$ cat config.mk
export PLATFORM = sky130hd
export DESIGN_NAME = pmoda_rp_pin_arbiter_flat
export DESIGN_NICKNAME = d
export VERILOG_FILES = /design/src/rtl/pmoda_rp_pin_arbiter_if.sv /design/src/rtl/pmoda_rp_pin_arbiter.sv /design/src/flat_wrapper.sv
export SDC_FILE = /design/constraint.sdc
export NUM_CORES = 1
export LEC_CHECK = 0
export BUFFER_PORTS_ARGS = -buffer_cell sky130_fd_sc_hd__buf_4
export CAP_MARGIN = 20
export CORE_MARGIN = 1.5
export CORE_UTILIZATION = 46
export CTS_CLUSTER_SIZE = 20
export DETAILED_ROUTE_END_ITERATION = 8
export PLACE_DENSITY = 0.86
export SKIP_CTS_REPAIR_TIMING = 1
export SYNTH_ARGS = -nofsm -noshare
export SYNTH_HDL_FRONTEND = slang
export SYNTH_SLANG_ARGS = --single-unit
$ cat constraint.sdc
create_clock -name clk -period 2.8 [get_ports clk]
set_input_delay 0.42 -clock clk [delete_from_list [all_inputs] [get_ports clk]]
set_output_delay 0.42 -clock clk [all_outputs]
set_load 0.005 [all_outputs]
$ cat src/rtl/pmoda_rp_pin_arbiter_if.sv
// pmoda_rp_pin_arbiter_if: request/grant and pin bus between the two IOPs and the PMODA pin arbiter
interface pmoda_rp_pin_arbiter_if #(parameter int NPINS = 8);
  logic req_pmod, req_rp, grant_pmod, grant_rp, pin_sel_rp, busy;
  logic [NPINS-1:0] pmod_data_out, pmod_tri_out, rp_data_out, rp_tri_out, pin_data_out, pin_tri_out;
  modport master (
    output req_pmod, req_rp, pmod_data_out, pmod_tri_out, rp_data_out, rp_tri_out,
    input  grant_pmod, grant_rp, pin_data_out, pin_tri_out, pin_sel_rp, busy
  );
  modport slave (
    input  req_pmod, req_rp, pmod_data_out, pmod_tri_out, rp_data_out, rp_tri_out,
    output grant_pmod, grant_rp, pin_data_out, pin_tri_out, pin_sel_rp, busy
  );
endinterface

$ cat src/rtl/pmoda_rp_pin_arbiter.sv
// pmoda_rp_pin_arbiter: request/grant owner of the PMODA pins with a tri-state guard between owners.
// Define PMODA_ARB_PREEMPT_EN to let an RP request preempt a PMOD owner.
module pmoda_rp_pin_arbiter #(
  parameter int NPINS        = 8,
  parameter int GUARD_CYCLES = 16
) (
  input logic clk,
  input logic reset,
  pmoda_rp_pin_arbiter_if.slave bus
);
`ifdef PMODA_ARB_PREEMPT_EN
  localparam bit PREEMPT = 1'b1;
`else
  localparam bit PREEMPT = 1'b0;
`endif
  typedef enum logic [1:0] {IDLE, OWN_PMOD, OWN_RP, GUARD} state_t;
  state_t state_q, state_d;
  logic [7:0] cnt_q, cnt_d;
  logic last_rp_q, last_rp_d, preempt_q, preempt_d, any_req, win_rp;
  always_comb begin
    state_d   = state_q;
    cnt_d     = cnt_q;
    last_rp_d = last_rp_q;
    preempt_d = preempt_q;
    any_req   = bus.req_pmod | bus.req_rp;
    // a preempting RP request beats round-robin at guard exit
    win_rp    = bus.req_rp & (~bus.req_pmod | preempt_q | ~last_rp_q);
    case (state_q)
      IDLE: if (any_req) begin
        state_d   = win_rp ? OWN_RP : OWN_PMOD;
        last_rp_d = win_rp;
      end
      OWN_PMOD: if (!bus.req_pmod || (PREEMPT && bus.req_rp)) begin
        state_d   = GUARD;
        cnt_d     = 8'(GUARD_CYCLES - 1);
        preempt_d = PREEMPT & bus.req_rp;
      end
      OWN_RP: if (!bus.req_rp) begin
        state_d = GUARD;
        cnt_d   = 8'(GUARD_CYCLES - 1);
      end
      default: if (cnt_q == 8'd0) begin
        state_d   = !any_req ? IDLE : win_rp ? OWN_RP : OWN_PMOD;
        last_rp_d = any_req ? win_rp : last_rp_q;
        preempt_d = 1'b0;
      end else begin
        cnt_d = cnt_q - 8'd1;
      end
    endcase
  end
  always_ff @(posedge clk) begin
    if (reset) begin
      state_q   <= IDLE;
      cnt_q     <= 8'd0;
      last_rp_q <= 1'b1;
      preempt_q <= 1'b0;
    end else begin
      state_q   <= state_d;
      cnt_q     <= cnt_d;
      last_rp_q <= last_rp_d;
      preempt_q <= preempt_d;
    end
  end
  assign bus.grant_pmod   = state_q == OWN_PMOD;
  assign bus.grant_rp     = state_q == OWN_RP;
  assign bus.pin_sel_rp   = state_q == OWN_RP;
  assign bus.busy         = state_q == GUARD;
  assign bus.pin_data_out = state_q == OWN_PMOD ? bus.pmod_data_out :
                            state_q == OWN_RP   ? bus.rp_data_out   : {NPINS{1'b0}};
  assign bus.pin_tri_out  = state_q == OWN_PMOD ? bus.pmod_tri_out :
                            state_q == OWN_RP   ? bus.rp_tri_out   : {NPINS{1'b1}};
endmodule

$ cat src/flat_wrapper.sv
// flat-port wrapper written by rule: the top's interface ports become plain ports
module pmoda_rp_pin_arbiter_flat 
#(
  parameter int NPINS        = 8,
  parameter int GUARD_CYCLES = 16
)
  (clk, reset, bus_req_pmod, bus_req_rp, bus_pmod_data_out, bus_pmod_tri_out, bus_rp_data_out, bus_rp_tri_out, bus_grant_pmod, bus_grant_rp, bus_pin_data_out, bus_pin_tri_out, bus_pin_sel_rp, bus_busy);
  pmoda_rp_pin_arbiter_if #(.NPINS(NPINS)) bus_i ();
  input logic clk;
  input logic reset;
  input wire logic [$bits(bus_i.req_pmod)-1:0] bus_req_pmod;
  input wire logic [$bits(bus_i.req_rp)-1:0] bus_req_rp;
  input wire logic [$bits(bus_i.pmod_data_out)-1:0] bus_pmod_data_out;
  input wire logic [$bits(bus_i.pmod_tri_out)-1:0] bus_pmod_tri_out;
  input wire logic [$bits(bus_i.rp_data_out)-1:0] bus_rp_data_out;
  input wire logic [$bits(bus_i.rp_tri_out)-1:0] bus_rp_tri_out;
  output wire logic [$bits(bus_i.grant_pmod)-1:0] bus_grant_pmod;
  output wire logic [$bits(bus_i.grant_rp)-1:0] bus_grant_rp;
  output wire logic [$bits(bus_i.pin_data_out)-1:0] bus_pin_data_out;
  output wire logic [$bits(bus_i.pin_tri_out)-1:0] bus_pin_tri_out;
  output wire logic [$bits(bus_i.pin_sel_rp)-1:0] bus_pin_sel_rp;
  output wire logic [$bits(bus_i.busy)-1:0] bus_busy;
  assign bus_i.req_pmod = bus_req_pmod;
  assign bus_i.req_rp = bus_req_rp;
  assign bus_i.pmod_data_out = bus_pmod_data_out;
  assign bus_i.pmod_tri_out = bus_pmod_tri_out;
  assign bus_i.rp_data_out = bus_rp_data_out;
  assign bus_i.rp_tri_out = bus_rp_tri_out;
  assign bus_grant_pmod = bus_i.grant_pmod;
  assign bus_grant_rp = bus_i.grant_rp;
  assign bus_pin_data_out = bus_i.pin_data_out;
  assign bus_pin_tri_out = bus_i.pin_tri_out;
  assign bus_pin_sel_rp = bus_i.pin_sel_rp;
  assign bus_busy = bus_i.busy;
  pmoda_rp_pin_arbiter #(.NPINS(NPINS), .GUARD_CYCLES(GUARD_CYCLES)) u_core (.clk(clk), .reset(reset), .bus(bus_i));
endmodule
After elaboration in Yosys (flattened, before gate mapping)
Index checks and enable logic that the tools add are counted.
{"block": "word_totals", "input_bits": 36, "mem_bits_rw": 0, "out_inout_bits": 20, "regBits": 12, "mem_bits_ro": 0, "memories": 0, "latchBits": 0, "wordCells": 53}
{"block": "classes", "order_cmp": 0, "n_bitwise": 9, "n_reduce_logical": 11, "eq_ne": 7, "addsub": 1, "n_mux": 21, "shift": 0, "multipliers": 0, "div_mod_pow": 0}
{"cell": "$mux W8", "n": 7}
{"cell": "$pmux W8 S3", "n": 1}
{"cell": "$mux W2", "n": 6}
{"cell": "$logic_not A8 Y1", "n": 1}
{"cell": "$reduce_and A4 Y1", "n": 2}
{"cell": "$sub A8 B1 Y8 const B", "n": 1}
{"cell": "$pmux W2 S3", "n": 1}
{"cell": "$not A1 Y1", "n": 5}
{"cell": "$eq A2 B2 Y1 const B", "n": 2}
{"cell": "$mux W1", "n": 4}
{"cell": "$ne A2 B2 Y1 const B", "n": 2}
{"cell": "$pmux W1 S2", "n": 2}
{"cell": "$reduce_bool A2 Y1", "n": 2}
{"cell": "$reduce_bool A4 Y1", "n": 1}
{"cell": "$reduce_or A2 Y1", "n": 2}
{"cell": "$ne A3 B3 Y1 const B", "n": 1}
{"cell": "$or A1 B1 Y1", "n": 3}
{"cell": "$reduce_and A3 Y1", "n": 1}
{"cell": "$eq A2 B1 Y1 const B", "n": 1}
{"cell": "$logic_not A2 Y1", "n": 1}
{"cell": "$ne A2 B1 Y1 const B", "n": 1}
{"cell": "$reduce_and A2 Y1", "n": 1}
{"cell": "$and A1 B1 Y1", "n": 1}

Logic depth before layout (Yosys ltp)
{"block": "logic_depth", "ltp_word": 8, "depth_mapped": 7, "depth_no_buf": 6}

Worst setup path after synthesis
OpenSTA, ideal clock, no wires.
{"block": "synth_timing", "path_type": "register to output", "startpoint": "register u_core.state_q[1]", "endpoint": "output port bus_pin_tri_out[0]", "path_slack_ns": 0.896, "stages_incl_launch_ff": 8, "path_buffers": 2, "arrival_time_ns": 1.484, "t_required_ns": 2.380, "path_cell_list": "dfxtp_1 -> inv_1 -> ha_1 -> clkbuf_1 -> nand2b_1 -> clkbuf_1 -> nor2_1 -> a21oi_1"}
{"block": "synth_via", "elab_cells_between_ends": 4, "classes_between": "eq/ne (2); mux (2)"}
{"item": "from (decl)", "line": "pmoda_rp_pin_arbiter.sv:17", "text": "state_t state_q, state_d;"}
{"item": "from (signal assigned)", "line": "pmoda_rp_pin_arbiter.sv:58", "text": "state_q <= state_d;"}
{"item": "$eq A2 B1 Y1"}
{"item": "via bus_grant_pmod", "line": "flat_wrapper.sv:17", "text": "output wire logic [$bits(bus_i.grant_pmod)-1:0] bus_grant_pmod;"}
{"item": "$mux W8", "line": "pmoda_rp_pin_arbiter.sv:70", "text": "assign bus.pin_tri_out = state_q == OWN_PMOD ? bus.pmod_tri_out :"}
{"item": "to (decl)", "line": "flat_wrapper.sv:20", "text": "output wire logic [$bits(bus_i.pin_tri_out)-1:0] bus_pin_tri_out;"}
The timed path passes the listed nets, and every way through them passes these cells.

Worst setup path in the final report
{"block": "layout_timing", "startpoint": "register u_core.state_q[1]", "endpoint": "output port bus_pin_tri_out[4]"}
{"block": "layout_via", "elab_chain_cells": 3, "elab_cells_between_ends": 4, "classes_between": "eq/ne (2); mux (2)"}
{"item": "$eq A2 B2 Y1", "line": "pmoda_rp_pin_arbiter.sv:71", "text": "state_q == OWN_RP ? bus.rp_tri_out : {NPINS{1'b1}};"}
{"item": "$mux W8", "line": "pmoda_rp_pin_arbiter.sv:71"}
{"item": "$mux W8 *", "line": "pmoda_rp_pin_arbiter.sv:70"}
Mark *: on every way between the ends. The rest lies on a longest branch, timed or not.

==> summary.md <==
| Metric | Value |
|---|---|
| Simple-Gate Fraction of Synth Area | `0.218` |
| Critical path data arrival time | `2.05 ns` |
| Num CTS Buffers | `3` |
| WL final | `2770 um` |
| Vias | `1126` |
| Flop-to-flop setup slack | `0.66 ns` |
| GRT Util Overall | `0.246` |
| Placed cell area | `1380 um^2` |
| Commonest non-fill, non-tap cells in the layout | `55 x buf_4, 16 x nor2_1, 15 x inv_1, 15 x a21oi_1, 11 x dfxtp_1` |
| Initial Util | `0.492` |
| Clk buf depth | `2` |
| Worst-path maximum fanout | `22` |
| Total grt overflow | `0` |
| Leakage power | `0.679 nW` |
| Post-synth EDFFs | `0` |
| Core ar. | `1960 um^2` |
| Layout area overhead | `45.9%` |
| Hold Path Class | `input pin to flip-flop` |
| Reg-to-Reg End | `u_core.cnt_q[4]` |
| Final hold vios | `0` |
| Residual DRC count | `0` |
| Unrepaired setup endpoints after global routing | `false` |
| Setup violations, final | `0` |
| Status | `finished, final reports clean` |
| Most common cell after layout, fill and taps aside | `buf_4` |
| Final period utilization | `0.884` |
| CTS clk-pin slew, worst paths | `0.07 ns` |
| First-pass GRT wire length | `4570 um` |
| Xor/xnor share of the synthesized area | `0.0182` |
| Drt pass-1 iters | `4` |
| Crit. Startpoint | `u_core.state_q[1]` |
| Layout Cells excl Fill | `207` |
| Cell Area, Synth | `965 um^2` |
| Slew @ Worst Pin | `0.767 ns` |
| CTS root buf | `clkbuf_4` |
| Post-synthesis sequential area ratio | `0.228` |
| Synth Net Count | `170` |
| # IOs | `56` |
| Reg2reg start | `u_core.state_q[1]` |
| Slew Viols, Final | `0` |
| Latest clock arrival within the worst-skew pair | `0.28 ns` |
| # fillers | `172` |
| Startpoint Class | `flip-flop` |
| Die height | `48.8 um` |
| Peak supply drop | `0.666 mV` |
| Number of DRC markers in iteration 0 | `28` |
| Synth warn | `0` |
| Top achievable clock speed | `0.404 GHz` |
| Syn_area_per_cell | `7.54 um^2` |
| FFs w/ async S/R, synth | `0` |
| Per-cell routed wire length | `13.4 um` |
| PortBufs | `55` |
| Core Util, Final | `0.717` |
| CTS tree | `yes` |
| Mux cell area share after synthesis | `0` |
| DRT antenna net count | `0` |
| Share of cells above drive strength 1 | `0.367` |
| Clk sinks | `11` |
| Std-Cell Rows | `16` |
| Post-route cell area | `1410 um^2` |
| Largest cells by area after synthesis | `dfxtp_1 23%, a21oi_1 7.8%, ha_1 7.8%` |
| Number of global-route vias before repair | `1053` |
| Largest net degree at the start of global routing | `23` |
| #FFs+latches synth | `11` |
| Max Cap Viol | `0` |
| Area share of the largest cell type after synthesis | `0.228` |
| Post-synthesis compound-gate area fraction | `0.368` |
| Final TNS setup | `0 ns` |
| PwrDens | `942 nW/um^2` |
| Largest area contributor in the netlist | `dfxtp_1` |
| Vias/cell | `5.44` |
| CP Capture Type | `primary output` |
| Rel. slew slack | `0.489` |
| Synth Flop Type | `dfxtp_1` |
| Hold Slack | `0.382 ns` |
| Final clock skew | `0.00488 ns` |
| Reg2Reg Depth | `6` |
| Initial antenna violation count | `0` |
| Number of antenna diodes | `0` |
| Min-Delay Path Depth | `2` |
| H-tree level count | `1` |
| Hold path startpoint | `reset` |
| Inst Count DP | `203` |
| Unique masters post-synth | `41` |
| Hold Path End | `u_core.cnt_q[3]` |
| CP required | `2.38 ns` |
| Post-Synth Adder-Cell Area | `0.0778` |
| Post-layout min period | `2.47 ns` |
| Final RePlAce weighted congestion | `0.791` |
| Final Net Count | `223` |
| Kind of critical path | `flip-flop to primary output` |
| Detailed placer's ending HPWL | `2130 um` |
| Largest family of logic cells by synthesized area | `compound AO/OA/AOI/OAI gates` |
| Cells after Synth | `128` |
| Chip Width | `48.8 um` |
| Die area | `2380 um^2` |
-- registers in the layout, summed over array words and instances (netlist names) --
name / count
u_core.last_rp_q: 1
u_core.state_q: 2
u_core.cnt_q: 8
-- cells in the mapped netlist, types with 2 or more instances --
cell type  number
dfxtp_1        11
a21o_1          2
a211oi_1        3
nor3b_1         2
clkbuf_1        5
nor4_1          2
a21oi_1        15
o31ai_1         2
nand2_1         5
o21ai_0         6
nor2_1         16
inv_1          15
a22o_1          7
nand4_1         2
nor2b_1         2
ha_1            6
a31oi_1         2
nand2b_1        2
-- logic make-up after synthesis --
| group | Yosys count |
|---|---|
| flip-flops | 11 |
| XOR/XNOR | 2 |
| AO/OA/AOI/OAI | 47 |
| adder cells (fa/ha/maj) | 6 |
| AND/OR/NAND/NOR | 40 |
| buffers and inverters | 22 |
-- final cells by class --
class                      instances  area [um^2]  share of cell area
tap                               27         33.8              0.0240
multi-input combinational         95          658               0.468
sequential                        11          220               0.156
clock buffer                       4         26.3              0.0187
timing repair buffer              55          413               0.293
inverter                          15         56.3              0.0400
-- per-layer routing --
layer	vias to the layer above	wire [um]	track usage
met5	-	0	0
met4	0	49	0.114
met3	5	211	0.0552
met2	44	1270	0.425
met1	512	1230	0.287
li1	565	-	-
-- worst max-delay path, stage by stage (launching register included) --
cell and delay [ns]:
dfxtp_1 0.33, inv_1 0.09, ha_1 0.66, nand2b_1 0.34, nor2_1 0.08, a21oi_1 0.13
buf_4 0.13
-- worst max path at each step --
stage / endpoint
2_1_floorplan: bus_pin_tri_out[0]
3_3_place_gp: bus_pin_tri_out[7]
3_5_place_dp: bus_pin_tri_out[4]
4_1_cts: bus_pin_tri_out[4]
5_1_grt: bus_pin_tri_out[3]
6_report: bus_pin_tri_out[4]
-- through the flow --
stage / setup slack [ns] / total power (W)
floorplan: 0.896 / 0.000923
global placement: 0.712 / 0.00117
detailed placement: 0.652 / 0.00120
CTS: 0.330 / 0.00132
global route: 0.120 / 0.00144
finish: 0.326 / 0.00133
-- report_power, final --
group | switching, W | internal [W] | total, W
clock | 0.0000601 | 0.0000554 | 0.000116
combinational | 0.000483 | 0.000436 | 0.000920
sequential | 0.0000677 | 0.000224 | 0.000291
total | 0.000611 | 0.000715 | 0.00133
Note: power is estimated with default switching activity, not from simulation.
